$ cat config.mk
export PLATFORM = sky130hd
export DESIGN_NAME = i2c_cfg_sequencer
export DESIGN_NICKNAME = d
export VERILOG_FILES = /design/src/rtl/cfg_seq_pkg.sv /design/src/rtl/cfg_delay_timer.sv /design/src/rtl/i2c_cfg_sequencer.sv
export SDC_FILE = /design/constraint.sdc
export NUM_CORES = 1
export LEC_CHECK = 0
export BUFFER_PORTS_ARGS = -buffer_cell sky130_fd_sc_hd__buf_2
export CORE_UTILIZATION = 45
export DETAILED_ROUTE_END_ITERATION = 6
export SLEW_MARGIN = 20
export SYNTH_ARGS = -nofsm -noshare
export SYNTH_HDL_FRONTEND = slang
export SYNTH_SLANG_ARGS = --single-unit
$ cat constraint.sdc
create_clock -name clk_100 -period 5 [get_ports clk_100]
set_input_delay 1.25 -clock clk_100 [delete_from_list [all_inputs] [get_ports clk_100]]
set_output_delay 1.25 -clock clk_100 [all_outputs]
set_load 0.02 [all_outputs]
$ cat src/rtl/cfg_seq_pkg.sv
// Shared types and constants for the camera register-table sequencer.
// States, table-word markers and a small state classification helper.
package cfg_seq_pkg;

  typedef enum logic [3:0] {
    ST_IDLE,
    ST_PWR_WAIT,
    ST_FETCH,
    ST_DECODE,
    ST_REQ,
    ST_WAIT_ACK,
    ST_GAP,
    ST_DELAY,
    ST_DONE,
    ST_ERR
  } cfg_state_e;

  localparam logic [31:0] END_MARK = 32'hFFFF_FFFF;
  localparam logic [7:0]  DELAY_OP = 8'hFE;

  // A sequence is in progress in every state except the three resting ones.
  function automatic logic is_active(input cfg_state_e s);
    return !(s == ST_IDLE || s == ST_DONE || s == ST_ERR);
  endfunction

endpackage

$ cat src/rtl/cfg_delay_timer.sv
// Millisecond delay timer: load a count of ms, pulses expired once it has elapsed.
// A load of 0 ms expires on the cycle after the load.
module cfg_delay_timer #(
  parameter int MS_CYCLES = 100000
) (
  input  logic        clk_100,
  input  logic        rst_100,
  input  logic        load,
  input  logic [15:0] load_ms,
  output logic        expired
);

  logic [31:0] cyc_reg;
  logic [15:0] ms_left_reg;
  logic        running_reg;
  logic        expired_reg;

  always_ff @(posedge clk_100) begin
    if (rst_100) begin
      cyc_reg     <= '0;
      ms_left_reg <= '0;
      running_reg <= 1'b0;
      expired_reg <= 1'b0;
    end else begin
      expired_reg <= 1'b0;
      if (load) begin
        cyc_reg     <= '0;
        ms_left_reg <= load_ms;
        running_reg <= 1'b1;
      end else if (running_reg) begin
        if (ms_left_reg == 16'd0) begin
          running_reg <= 1'b0;
          expired_reg <= 1'b1;
        end else if (cyc_reg == 32'(MS_CYCLES - 1)) begin
          cyc_reg     <= '0;
          ms_left_reg <= ms_left_reg - 16'd1;
        end else begin
          cyc_reg <= cyc_reg + 32'd1;
        end
      end
    end
  end

  assign expired = expired_reg;

endmodule

$ cat src/rtl/i2c_cfg_sequencer.sv
// Walks the camera register table and hands each write word to send_i2c.
// Handles power-up settle, inline ms delays, end-of-table and ack timeout.
module i2c_cfg_sequencer
  import cfg_seq_pkg::*;
#(
  parameter int NUM_REGS    = 256,
  parameter int PWRUP_MS    = 20,
  parameter int MS_CYCLES   = 100000,
  parameter int GAP_CYCLES  = 1000,
  parameter int ACK_TIMEOUT = 1000000,
  parameter int AUTO_START  = 1,
  localparam int AW = $clog2(NUM_REGS)
) (
  input  logic          clk_100,
  input  logic          rst_100,
  input  logic          start,
  output logic [AW-1:0] rom_addr,
  input  logic [31:0]   rom_data,
  output logic [31:0]   cfg_data,
  output logic          i2c_req,
  input  logic          i2c_ack,
  output logic          cfg_busy,
  output logic          cfg_done,
  output logic          cfg_err,
  output logic [AW-1:0] err_addr
);

  localparam logic [AW-1:0] LAST_ADDR   = AW'(NUM_REGS - 1);
  localparam cfg_state_e    RESET_STATE = (AUTO_START != 0) ? ST_PWR_WAIT : ST_IDLE;

  cfg_state_e    state_reg, state_next;
  logic [AW-1:0] rom_addr_reg, rom_addr_next, err_addr_reg;
  logic [31:0]   cfg_data_reg, cnt_reg;
  logic          req_reg, busy_reg, done_reg, err_reg, arm_reg;
  logic          advance, tmr_load, tmr_expired;
  logic [15:0]   tmr_ms;

  always_comb begin
    state_next    = state_reg;
    rom_addr_next = rom_addr_reg;
    advance       = 1'b0;
    case (state_reg)
      ST_IDLE, ST_DONE, ST_ERR: begin
        if (start) begin
          state_next    = ST_PWR_WAIT;
          rom_addr_next = '0;
        end
      end
      ST_PWR_WAIT: if (tmr_expired) state_next = ST_FETCH;
      ST_FETCH:    state_next = ST_DECODE;
      ST_DECODE: begin
        if (rom_data == END_MARK)            state_next = ST_DONE;
        else if (rom_data[31:24] == DELAY_OP) begin
          if (rom_data[15:0] == 16'd0) advance = 1'b1;
          else                         state_next = ST_DELAY;
        end else                             state_next = ST_REQ;
      end
      ST_REQ: state_next = ST_WAIT_ACK;
      ST_WAIT_ACK: begin
        if (i2c_ack)                                state_next = ST_GAP;
        else if (cnt_reg == 32'(ACK_TIMEOUT - 1))   state_next = ST_ERR;
      end
      ST_GAP:   if (cnt_reg == 32'(GAP_CYCLES - 1)) advance = 1'b1;
      ST_DELAY: if (tmr_expired) advance = 1'b1;
      default:  state_next = ST_IDLE;
    endcase
    // The last table slot is an implicit end marker once its word is handled.
    if (advance) begin
      if (rom_addr_reg == LAST_ADDR) begin
        state_next = ST_DONE;
      end else begin
        state_next    = ST_FETCH;
        rom_addr_next = rom_addr_reg + 1'b1;
      end
    end
  end

  // arm_reg kicks off the power-up settle when the sequence auto-starts out of reset.
  assign tmr_load = arm_reg
                 || (state_next == ST_PWR_WAIT && state_reg != ST_PWR_WAIT)
                 || (state_next == ST_DELAY && state_reg != ST_DELAY);
  assign tmr_ms   = (state_reg == ST_DECODE) ? rom_data[15:0] : 16'(PWRUP_MS);

  always_ff @(posedge clk_100) begin
    if (rst_100) begin
      state_reg    <= RESET_STATE;
      rom_addr_reg <= '0;
      err_addr_reg <= '0;
      cfg_data_reg <= '0;
      cnt_reg      <= '0;
      req_reg      <= 1'b0;
      busy_reg     <= 1'b0;
      done_reg     <= 1'b0;
      err_reg      <= 1'b0;
      arm_reg      <= (AUTO_START != 0);
    end else begin
      state_reg    <= state_next;
      rom_addr_reg <= rom_addr_next;
      arm_reg      <= 1'b0;
      cnt_reg      <= (state_next != state_reg) ? 32'd0 : cnt_reg + 32'd1;
      req_reg      <= (state_next == ST_REQ);
      busy_reg     <= is_active(state_next);
      done_reg     <= (state_next == ST_DONE);
      err_reg      <= (state_next == ST_ERR);
      if (state_next == ST_REQ) cfg_data_reg <= rom_data;
      if (state_reg == ST_WAIT_ACK && state_next == ST_ERR) err_addr_reg <= rom_addr_reg;
    end
  end

  cfg_delay_timer #(
    .MS_CYCLES(MS_CYCLES)
  ) u_delay_timer (
    .clk_100(clk_100),
    .rst_100(rst_100),
    .load   (tmr_load),
    .load_ms(tmr_ms),
    .expired(tmr_expired)
  );

  assign rom_addr = rom_addr_reg;
  assign cfg_data = cfg_data_reg;
  assign i2c_req  = req_reg;
  assign cfg_busy = busy_reg;
  assign cfg_done = done_reg;
  assign cfg_err  = err_reg;
  assign err_addr = err_addr_reg;

endmodule

==> results by group, run 1 <==
Outcome
  – Outcome: finished, final reports clean

Timing
  – Rel. slew slack: 30.3%
  – Unrepaired setup endpoints after global routing: false
  – Setup_tns: 0 ps
  – Crit path time final: 3440 ps
  – Final worst path period share: 68.8%
  – Fin. Hold Viols: 0
  – Worst Skew: 10.0 ps
  – Slew @ Worst Pin: 1050 ps
  – FMAX: 291 MHz
  – Fin worst setup slack: 1560 ps
  – Fin. max-slew vios: 0
  – Setup Viol. Count Final: 0

Power and ir drop
  – Power Density: 321 mW/mm2
  – Worst IR Drop VDD: 0.223 mV
  – Leak Pwr: 3.03 nW

Die
  – Core ar.: 0.0147 mm2
  – Die width: 125 um
  – Starting density of the core: 46.6%
  – Die H: 125 um
  – Num ports: 88
  – # rows: 44
  – Die ar.: 0.0157 mm2

Clocking
  – Max Root-Sink Buffers: 2
  – TritonCTS Buffers: 17
  – Post-CTS sizing: 0
  – Hold_buf cts: 0
  – Htree depth: 4
  – TritonCTS clock tree: yes
  – Clock sinks: 139
  – Clk slew on worst S/H paths: 60 ps
  – Post-CTS Setup Inserts: 0
  – Worst-Skew Late Latency: 430 ps
  – CTS root buf: clkbuf_16

GRT
  – Number of global-route vias before repair: 5648
  – First-pass GRT wire length: 27700 um
  – Gr ovfl total: 0
  – Largest net degree at the start of global routing: 42
  – Initial antenna violation count: 0
  – GRT Total Usage: 21.9%

Finish
  – Area of the multi-input gates: 0.00383 mm2
  – Antenna cell count: 0
  – Fin cells: 1068
  – Fillers: 1331
  – Nets: 911
  – Area occupied by registers: 0.00278 mm2
  – Layout cells sized above 1: 18.2%
  – Area growth syn-to-layout: 16.5%

Logic synthesis
  – Synthesis Warnings: 0
  – Ys async rst share: 0%
  – Synth cell types: 63
  – Top cell type's share of synthesized area: 40.6%
  – Ranking of synthesized cells by area: dfxtp_1, mux2i_1, nand2_1, xor2_1, xnor2_1
  – Synth Flop Type: dfxtp_1
  – Yosys top cell by area: dfxtp_1
  – Cell count after synthesis: 798
  – Commonest cells post-synth: dfxtp_1, nand2_1, nor2_1, nand3_1, mux2i_1
  – EDFF count, synth: 0
  – Sequential element share of the synthesized area: 40.6%
  – Synthesized area: 0.00685 mm2
  – Synth Register Bits: 139
  – Most instantiated library cell after synthesis: dfxtp_1
  – Avg Cell Area, Syn: 8.58 um2
  – Post-synth net total: 838

Critical path
  – RR Startpoint: state_reg[0]
  – Kind of critical path: in2reg
  – Req. time, crit path: 5340 ps
  – Worst Setup SP: rom_data[8]
  – CP arrival: 3780 ps
  – Crit. End Element: flip-flop
  – CP Max Fanout: 33
  – Startpoint types: input pin
  – FF-to-FF setup slack: 1720 ps

Route
  – Post-Route WL: 16700 um
  – Residual DRC: 0
  – Starting DRT DRC Count: 359
  – Antenna Nets Post-Route: 0
  – 1st-pass router iterations: 7
  – Vias: 5942
  – WL/cell: 15.6 um
  – Number of vias per cell: 5.56

Flow run
  – Max Cap Violations: 0

Placement
  – GPL Wtd Cong: 0.927
  – Post-Place Cells: 1036
  – Setup WS pre-CTS: 1160 ps
  – IO buf count: 87
  – Post-DP HPWL: 12000 um

Hold path
  – Worst min path class: reg2reg
  – Worst hold start: cfg_data[13]
layout make-up:
type / instances / area share, %
Multi-Input combinational cell: 605 / 48.0
Timing Repair Buffer: 94 / 6.12
Clock buffer: 18 / 5.51
Sequential cell: 139 / 34.9
Tap cell: 184 / 2.89
Clock inverter: 14 / 1.99
Inverter: 14 / 0.659
worst max-delay path, cell delays in order:
cell	delay, ps
buf_2	120
nor4_1	320
nand4_1	260
o211a_1	310
nand3_1	140
and2_1	160
and4b_2	950
mux2i_1	270
cells by family (layout without fill, tap and decap cells):
kind of cell	after synthesis	in the layout	share of synthesized area, %
mux	41	41	5.99
flops	139	139	40.6
xor+xnor	72	72	9.21
compound gates	88	88	9.16
fa+ha+maj	4	4	0.731
buf+inv	54	140	3.58
simple gates	400	400	30.7
power breakdown:
group          switching [mW]  internal [mW]  total, mW
Clock                   0.518          0.757       1.27
Combinational           0.102         0.0510      0.153
Sequential             0.0126           1.12       1.13
Total                   0.632           1.93       2.56
path summary, 6_finish.rpt:
kind,to,depth (start not counted)
worst max-delay path,cfg_data[29],8
worst min-delay path,cfg_data[13],2
worst max register to register,cfg_data[29],7
worst min register to register,cfg_data[13],2
per-stage QoR:
step / area (um2) / hold WS, ps / total power, mW / utilization [%]
finish: 7980 / 457 / 2.56 / 54.3
global route: 7980 / 460 / 2.66 / 54.3
CTS: 7980 / 457 / 2.58 / 54.3
detailed placement: 7380 / 447 / 1.31 / 50.2
global placement: 7380 / 440 / 1.30 / 50.2
floorplan: 6850 / 443 / 1.26 / -
layout by cell type, fill, tap and decap left out, drive strengths merged, types with 9 or more instances in the layout:
master    n
xor2     38
dfxtp   139
buf      94
clkbuf   18
inv      20
o21ai    15
nor4     21
nand4    23
nor2     83
nand2b   11
nand3    45
nor3     50
mux2i    41
and3     17
and2     11
nand2    98
and4      9
xnor2    34
a21oi    19
layer usage:
metal	track usage (%)	part of all wire, %	vias up
met3	5.26	3.9	25
met2	36.4	48	129
met1	27.6	46	2794
met5	0	0	-
met4	7.96	1.8	0
li1	-	-	2994
(Power assumes the default switching activity.)
==> run 2: changes to the inputs <==
Settings changed: PLACE_DENSITY set to 0.67.
Clock period 5 ns to 3.1 ns, I/O delays scaled along.
==> run 2 against run 1 <==
- sequential share of layout area fell by 0.80 points
- sequential power rose by 62%
- total power rose by 62%
- first-iteration DRC count rose by 21%
- count of clock-buffer cells in the layout rose by 6
- the flow now finishes with violations (design-rule violations)
- final cell count rose by 1.5%
- hold slack got worse by 3.5 ps
- largest power group unchanged
==> results by group, run 2 (synthesis gave the netlist of run 1 again) <==
Outcome
  – Outcome: complete, but fails checks
  – Failing checks: design-rule violations

Clocking
  – CTS root buf: clkbuf_16
  – Post-CTS Setup Inserts: 0 (unchanged)
  – Worst-Skew Late Latency: 420 ps (about the same)
  – Htree depth: 4 (unchanged)
  – Clk slew on worst S/H paths: 60 ps (about the same)
  – TritonCTS Buffers: 17 (unchanged)
  – Clock sinks: 139 (unchanged)
  – Max Root-Sink Buffers: 2 (unchanged)
  – Post-CTS sizing: 0 (unchanged)
  – TritonCTS clock tree: yes
  – Hold_buf cts: 0 (unchanged)

Timing
  – Setup_tns: 0 ps (unchanged)
  – Fin. Hold Viols: 0 (unchanged)
  – Crit path time final: 2670 ps
  – Fin worst setup slack: 426 ps (-1130 ps)
  – Final hold slack: 453 ps (-3.46 ps)
  – Final worst path period share: 86.2%
  – Unrepaired setup endpoints after global routing: false
  – Fin. max-slew vios: 0 (unchanged)
  – Setup Viol. Count Final: 0 (unchanged)
  – FMAX: 374 MHz
  – Slew @ Worst Pin: 662 ps (-384 ps)
  – Worst Skew: 10.3 ps (+0.309 ps)
  – Rel. slew slack: 55.5% (+25 points)

Route
  – Residual DRC: 6 (+6)
  – Uppermost layer routed: met4
  – Starting DRT DRC Count: 436 (+21%)
  – WL met3: 763 um (+18%)
  – Metal-1 WL: 7810 um (+1.9%)
  – Vias: 6005 (+1.1%)
  – WL/cell: 15.2 um (-3.1%)
  – Number of vias per cell: 5.54 (-0.43%)
  – 1st-pass router iterations: 7 (unchanged)
  – Met2 wire len: 7540 um (-6.9%)
  – Antenna Nets Post-Route: 0 (unchanged)
  – Post-Route WL: 16400 um (-1.7%)

Critical path
  – CP Max Fanout: 15 (-55%)
  – Startpoint types: flip-flop
  – Worst Setup SP: state_reg[2]
  – Crit. End Element: flip-flop
  – CP arrival: 3020 ps (-760 ps)
  – Kind of critical path: reg2reg
  – RR Startpoint: state_reg[2]
  – FF-to-FF setup slack: 430 ps (-1290 ps)
  – Req. time, crit path: 3450 ps (-1890 ps)

Die
  – Starting density of the core: 46.6% (unchanged)
  – Die H: 125 um (unchanged)
  – Core ar.: 0.0147 mm2 (unchanged)
  – Die ar.: 0.0157 mm2 (unchanged)
  – Num ports: 88 (unchanged)
  – Die width: 125 um (unchanged)
  – # rows: 44 (unchanged)

Finish
  – Area growth syn-to-layout: 19.3%
  – Commonest non-fill, non-tap cell in the layout: dfxtp_1
  – Fillers: 1324 (-0.53%)
  – Nets: 928 (+1.9%)
  – Fin cells: 1084 (+1.5%)
  – Antenna cell count: 0 (unchanged)
  – Commonest non-fill, non-tap cells in the layout: dfxtp_1, nand2_1, buf_2
  – Layout cells sized above 1: 19.2% (+1.0 points)

GRT
  – First-pass GRT wire length: 27600 um (-0.22%)
  – GRT Total Usage: 21.8% (-0.12 points)
  – Number of global-route vias before repair: 5531 (-2.1%)
  – Initial antenna violation count: 0 (unchanged)
  – Gr ovfl total: 0 (unchanged)
  – Largest net degree at the start of global routing: 37 (-12%)

Power and ir drop
  – Power Density: 508 mW/mm2 (+58%)
  – Worst IR Drop VDD: 0.450 mV (+100%)
  – Leak Pwr: 3.15 nW (+4.0%)

Placement
  – GPL Wtd Cong: 0.892 (-3.8%)
  – Post-Place Cells: 1053 (+1.6%)
  – Post-DP HPWL: 11700 um (-2.8%)
  – IO buf count: 87 (unchanged)
  – Setup WS pre-CTS: 173 ps (-991 ps)

Hold path
  – Worst hold start: cfg_data[2]
  – Worst min path class: reg2reg

Flow run
  – Max Cap Violations: 0 (unchanged)
-- run 2: worst max-delay path, stage by stage (launching register included) --
cell and delay [ps]:
dfxtp_1 580, and4bb_2 310, nand3_1 210, o21ai_0 130, buf_4 160, o21ai_1 310, and2_1 200, and4b_2 300
buf_12 180, mux2i_1 210
-- run 2: final cells by class --
type,instances,area (um2),share of cell area [%]
clock buffers,24,482,5.90
clock inverters,7,114,1.39
inverters,14,52.6,0.644
multi-input cells,605,3830,46.9
flip-flops and latches,139,2780,34.1
well taps,184,230,2.82
repair buffers,111,678,8.31
-- run 2: path summary, 6_finish.rpt --
| path | end | cells past startpoint |
|---|---|---|
| hold reg to reg | cfg_data[2] | 2 |
| setup reg to reg | cfg_data[3] | 9 |
| hold / removal | cfg_data[2] | 2 |
| setup / recovery | cfg_data[3] | 9 |
-- run 2: through the flow --
| stage | cell area (um2) | util (%) | power [mW] |
|---|---|---|---|
| final | 8170 | 55.5 | 4.15 |
| after global routing | 8170 | 55.5 | 4.29 |
| after CTS | 8170 | 55.5 | 4.18 |
| after detailed placement | 7570 | 51.5 | 2.13 |
| after global placement | 7570 | 51.5 | 2.13 |
| after floorplan | 6850 | - | 2.03 |
-- run 2: power by group --
group	switching (mW)	internal [mW]	leakage, nW
clock	0.729	1.32	0.294
combinational	0.169	0.0997	1.73
sequential	0.0214	1.81	1.12
total	0.920	3.23	3.15
-- run 2: layer usage --
metal	global-route usage [%]	vias to the layer above
li1	-	3011
met1	28.8	2832
met2	34.0	135
met3	6.20	27
met4	7.39	0
met5	0	-
